## src/rtl/interr_ctrl.sv

```systemverilog
// Interrupt controller: edge capture, mask, fixed priority, single in-service tracking.
// Define INTERR_SYNC_EN to put a two-flop synchronizer on irq ahead of edge capture.
module interr_ctrl #(
  parameter int                N_IRQ      = 4,
  parameter int                ID_W       = 2,
  parameter int                ADDR_W     = 10,
  parameter logic [ADDR_W-1:0] VEC_BASE   = 10'h3C0,
  parameter int                VEC_STRIDE = 4
) (
  input  logic              clk,
  input  logic              reset_n,
  input  logic [N_IRQ-1:0]  irq,
  input  logic              mask_we,
  input  logic [N_IRQ-1:0]  mask_data,
  input  logic              we_istack,
  input  logic              s_finish_interr,
  output logic              s_interruption,
  output logic [ADDR_W-1:0] irq_vector,
  output logic [ID_W-1:0]   irq_id,
  output logic              in_service,
  output logic [N_IRQ-1:0]  pending_o
);

  typedef enum logic [1:0] {IDLE, REQ, SERVICE} state_t;

  state_t             state;
  logic [N_IRQ-1:0]   pending;
  logic [N_IRQ-1:0]   irq_prev;
  logic [N_IRQ-1:0]   mask;
  logic [N_IRQ-1:0]   irq_cap;
  logic [N_IRQ-1:0]   rise;
  logic [N_IRQ-1:0]   clr;
  logic [N_IRQ-1:0]   eligible;
  logic [ID_W-1:0]    sel;
  logic [ADDR_W-1:0]  sel_vec;
  logic               accept;

`ifdef INTERR_SYNC_EN
  logic [N_IRQ-1:0] sync1;
  logic [N_IRQ-1:0] sync2;

  always_ff @(posedge clk) begin
    if (!reset_n) begin
      sync1 <= '0;
      sync2 <= '0;
    end else begin
      sync1 <= irq;
      sync2 <= sync1;
    end
  end

  assign irq_cap = sync2;
`else
  assign irq_cap = irq;
`endif

  assign rise     = irq_cap & ~irq_prev;
  assign eligible = pending & ~mask;
  assign accept   = (state == REQ) && we_istack;

  genvar gi;
  generate
    for (gi = 0; gi < N_IRQ; gi++) begin : g_clr
      assign clr[gi] = accept && (irq_id == ID_W'(gi));
    end
  endgenerate

  // Lowest index wins: scan downward so the last hit is the highest priority.
  always_comb begin
    sel = '0;
    for (int i = N_IRQ - 1; i >= 0; i--) begin
      if (eligible[i]) sel = ID_W'(i);
    end
  end

  assign sel_vec = VEC_BASE + ADDR_W'(sel) * ADDR_W'(VEC_STRIDE);

  always_ff @(posedge clk) begin
    if (!reset_n) begin
      state      <= IDLE;
      pending    <= '0;
      irq_prev   <= '0;
      mask       <= '1;
      irq_id     <= '0;
      irq_vector <= VEC_BASE;
    end else begin
      irq_prev <= irq_cap;
      // A fresh edge on the line being accepted survives the clear.
      pending  <= (pending & ~clr) | rise;
      if (mask_we) mask <= mask_data;

      case (state)
        IDLE: begin
          if (eligible != '0) begin
            state      <= REQ;
            irq_id     <= sel;
            irq_vector <= sel_vec;
          end
        end
        REQ: begin
          if (we_istack)
            state <= SERVICE;
          else if (mask[irq_id] || !pending[irq_id])
            state <= IDLE;
        end
        SERVICE: begin
          if (s_finish_interr) state <= IDLE;
        end
        default: state <= IDLE;
      endcase
    end
  end

  assign s_interruption = (state == REQ);
  assign in_service     = (state == SERVICE);
  assign pending_o      = pending;

endmodule

```

## config.mk

```make
export PLATFORM = sky130hd
export DESIGN_NAME = interr_ctrl
export DESIGN_NICKNAME = d
export VERILOG_FILES = /design/src/rtl/interr_ctrl.sv
export SDC_FILE = /design/constraint.sdc
export NUM_CORES = 1
export LEC_CHECK = 0
export CORE_AREA = 2 2 47 49
export CTS_CLUSTER_DIAMETER = 40
export DETAILED_ROUTE_END_ITERATION = 7
export DIE_AREA = 0 0 49 51
export GPL_ROUTABILITY_DRIVEN = 0
export GPL_TIMING_DRIVEN = 0
export HOLD_SLACK_MARGIN = 0.06
export MAX_ROUTING_LAYER = met4
export PLACE_DENSITY = 0.74
export SYNTH_ARGS = -nofsm -noshare
export SYNTH_HDL_FRONTEND = slang
export SYNTH_SLANG_ARGS = --single-unit
export TNS_END_PERCENT = 50
```

## constraint.sdc

```tcl
create_clock -name clk -period 1.7 [get_ports clk]
set_clock_uncertainty 0.15 [all_clocks]
set_input_delay 0.255 -clock clk [delete_from_list [all_inputs] [get_ports clk]]
set_output_delay 0.255 -clock clk [all_outputs]
set_load 0.05 [all_outputs]
```

# Word-level counts from Yosys, hierarchy flattened
# Cells that the tools add are included.
# word_totals
input_bits,13
latch_bits,0
ramBits,0
ff_bits,26
word_cells,48
romBits,0
n_memories,0
# classes
n_addsub,1
shifts,0
n_mux,13
magnitude_cmp,1
multipliers,0
bitwise_logic,7
reduce_logical,12
n_div,0
n_eq_ne,8
# ops
op,count
2-bit two-way mux,8
4-bit bitwise AND,3
4-bit inverter,3
7-bit by 5-bit adder with 8-bit output (first input constant),1
2-bit == test (second input constant),3
2-bit case mux with 3 select lines,1
1-bit logical AND,5
1-bit binary-select mux with 2-bit select,2
2-bit by 1-bit == test with 1-bit output (second input constant),2
2-bit zero test,2
2-bit != test (second input constant),2
4-bit OR,1
4-bit nonzero test,1
2-bit by 3-bit < comparator with 1-bit output (second input constant),1
3-bit by 2-bit != test with 1-bit output (second input constant),1
3-bit AND reduction,1
1-bit two-way mux,2
2-bit AND reduction,1
1-bit zero test,1
1-bit logical OR,1

# Depth between registers and ports, before layout
# logic_depth
word_depth,7
ltp_mapped,4
ltp_nobuf,4

# Least setup slack after synthesis
# OpenSTA, ideal clock, no wires.
# synth_path
path_kind,register to register
from,reg irq_id[1]
to,reg state[0]
t_arrival_ns,1.535
slack_ns,-0.044
required_ns,1.492
synth_period_minus_slack_ns,1.744
setup_time_ns,0.058
path_stages_with_launch,4
cell_sequence,dfxtp_1 -> mux4_2 -> nor3b_2 -> o21a_1
# synth_between
elab_chain_cells,6
word_cells_on_any_way,8
cone_classes,eq/ne: 1; mux: 4; reduce/logical: 3
# synth_lines
item,line,text
from (decl),19,"output logic [ID_W-1:0] irq_id,"
from (signal assigned),96,irq_id <= sel;
1-bit binary-select mux with 2-bit select,103,else if (mask[irq_id] || !pending[irq_id])
1-bit two-way mux (implied by the code),103,
1-bit zero test,103,
1-bit logical OR *,103,
3-bit by 2-bit != test with 1-bit output (no line) *,n/a,
3-bit AND reduction (no line) *,n/a,
to (signal assigned),102,state <= SERVICE;
to (signal assigned),104,state <= IDLE;
to (signal assigned),107,if (s_finish_interr) state <= IDLE;
to (decl),26,state_t state;
# Mark *: on every way between the ends. The rest lies on a longest branch, timed or not. The select of a mux whose other input is x is not followed.
# A chain may end at the register's enable or synchronous reset.

# Final worst setup path
# layout_path
from,reg pending[1] (netlist: pending_o[1])
to,out pending_o[1]
# layout_lines
item,line,text
from (decl),27,logic [N_IRQ-1:0] pending;
from (signal assigned),89,pending <= (pending & ~clr) | rise;
to (decl),21,output logic [N_IRQ-1:0] pending_o
# No word-level cell between the ends.

==> results.ini <==
[power]
swShare_pct = 30.26
p_switching_uw = 266.0
pwr-share-seq_pct = 47.6
pwr-share-clk_pct = 28.2
power_uw = 878.9
power_density_mw_per_mm2 = 816.8
leakage_nw = 0.4806
ir_worst_vdd_mv = 0.5085
p_int_uw = 613.0
pwr-share-comb_pct = 24.2

[logic_synthesis]
synth_edf_count = 0
yosys_warnings = 0
synth.largest_area_cell = dfxtp_1
synth_area_um2 = 783.3
synth_area_leaders = dfxtp_1, buf_4, nand2b_4
synth_top_flop_cell = dfxtp_1
ys_ff_latch = 16
synth_cell_type_count = 26
yosysSeqAreaShare_pct = 40.89
synth_top_area_share_pct = 40.89
async_flop_share_pct = 0
synthCells = 81
syn_area_per_cell_um2 = 9.670

[global_route]
antenna_found_initial = 0
grtUsageMet3_pct = 2.047
busiest_layer = met2
grt_pass1_wl_um = 2470
gr-usage-met1_pct = 13.00
grt_overflow = 0
grt_usage_pct = 13.15
grt_use_met2_pct = 24.89
grt_pass1_vias = 620
grt_max_degree = 11

[setup_path]
path_depth = 1
path_cells = dlygate4sd2_1
worstPathArrival_ns = 1.24
cp_top_family = buffers and inverters
path_class = reg -> out
critPathMaxStageDelay_ns = 0.55
critPathRequiredTime_ns = 1.29
cp-end-kind = primary output
worstReg2RegStart = pending_o[3]$_SDFF_PN0_
start_kind = flip-flop
crit_fanout = 3
critical-path-slowest-cell = dlygate4sd2_1
reg2reg_depth = 4
critPathLaunch = pending_o[1]$_SDFF_PN0_
cp.buffers_inverters = 1

[timing]
min_period_ns = 1.650
setup_viol = 0
rsz0062_at_grt = no
hold_slack_ns = 0.1943
max_freq_ghz = 0.6062
timing.final.max_slew_violations = 0
finalCritPeriodShare_pct = 97.04
final_hold_viol_count = 0

[drt]
route.detailed.drc = 0
wirelength_um = 1446
vias_per_cell = 4.429
ant_nets = 0
detail_route.wl_per_cell_um = 10.33
dr.first_iter.drc_count = 1
drtPass1Iterations = 3
vias = 620

[status]
outcome = finished clean

[finish]
drive_gt1_share_pct = 24.11
area.growth.synth_to_final_pct = 37.38
final_cells = 140
fillers = 212
seqCellArea_um2 = 322.8
fin_nets = 126
final_core_util_pct = 52.15
diodes = 0
multi_input_area_um2 = 399.1

[clocking]
htree_levels = 1
cts_buffer_depth = 2
cts_tree = yes
clk_pin_slew_ns = 0.09
cts_setup_buffers = 0
cts_root_buf = clkbuf_4
clk_latency_ns = 0.28
cts.sinks = 16
cts_buffers = 3

[worst_hold_path]
hold_class = in -> reg
hp-start = mask_we
whs_path_depth = 3

[floorplan]
die_y_um = 51
core_area_mm2 = 0.002063
die_x_um = 49
rows = 17
start_util_pct = 37.96
die-area_mm2 = 0.002499
io_pins = 31

[placement]
dp.cells = 136
dp_hpwl_um = 1166
io_buffers = 21

[job]
drv_cap = 0

registers in the layout (all words and copies together) (netlist names):
signal and cells:
irq_prev 4, mask 4, pending_o 4, irq_id 2
state 2
tightest hold or removal path, stage by stage:
cell and delay (ns):
clkbuf_1 0.15, mux2i_1 0.14, nand2_1 0.05
final timing paths:
kind                            to  slack [ns]
max                   pending_o[1]        0.05
min           mask[1]$_SDFFE_PN1P_        0.19
max reg2reg  state[0]$_SDFFE_PN0P_        0.23
min reg2reg   mask[1]$_SDFFE_PN1P_        0.34
kinds of logic after synthesis:
family	synth area share [%]
AND/OR/NAND/NOR	26.36
flip-flops	40.89
AO/OA/AOI/OAI	11.50
buffers and inverters	11.02
multiplexers	9.265
other	0.9588
cell usage in the layout, fill, tap and decap left out, drive strengths merged, types with 3 or more instances in the layout:
cell,n
nor2b,5
buf,11
o21ai,4
clkdlybuf4s15,4
mux2i,5
clkdlybuf4s50,11
nand2b,6
clkbuf,8
nand2,7
conb,8
dfxtp,16
and2,4
dlygate4sd2,3
nor2,3
final cells by class:
type,count,share of cell area (%)
multi-input combinational,58,37.09
buffer,12,7.674
inverter,1,0.3488
timing repair buffer,21,18.26
sequential,16,30.00
clock buffer,4,3.372
tap,28,3.256
Yosys cell counts (all sizes together), types with 2 or more instances:
cell type,number
a211o,2
conb,2
dfxtp,16
clkbuf,2
o21ai,4
a41oi,2
and2,4
buf,10
nand2b,6
nor2b,5
nor2,3
mux2i,5
a21boi,2
nand2,7
what timing repair did:
item	CTS	global route
gates resized for setup	21	7
hold buffers	0	0
cloned	0	0
setup endpoints to repair	10	5
pin swaps	0	0
metal layers:
layer	wire length [um]	up-vias
met3	68	0
li1	-	317
met5	0	-
met1	620	283
met2	757	20
met4	0	0
power groups by stage:
| stage | Combinational (mW) | Clock, mW | Sequential [mW] |
|---|---|---|---|
| floorplan | 0.126 | 0 | 0.455 |
| global placement | 0.218 | 0 | 0.427 |
| detailed placement | 0.221 | 0 | 0.428 |
| CTS | 0.213 | 0.257 | 0.419 |
| global route | 0.227 | 0.278 | 0.423 |
| finish | 0.213 | 0.248 | 0.418 |
per-stage QoR:
stage	instance area [um2]	setup WS [ns]	TNS (ns)
after floorplan	807.0	0.003070	0
after global placement	1052	-0.1229	-0.3007
after detailed placement	1052	-0.1272	-0.3621
after CTS	1081	0.01914	0
after global routing	1076	0.0004020	0
final	1076	0.05038	0
Note: power is estimated with default switching activity, not from simulation.
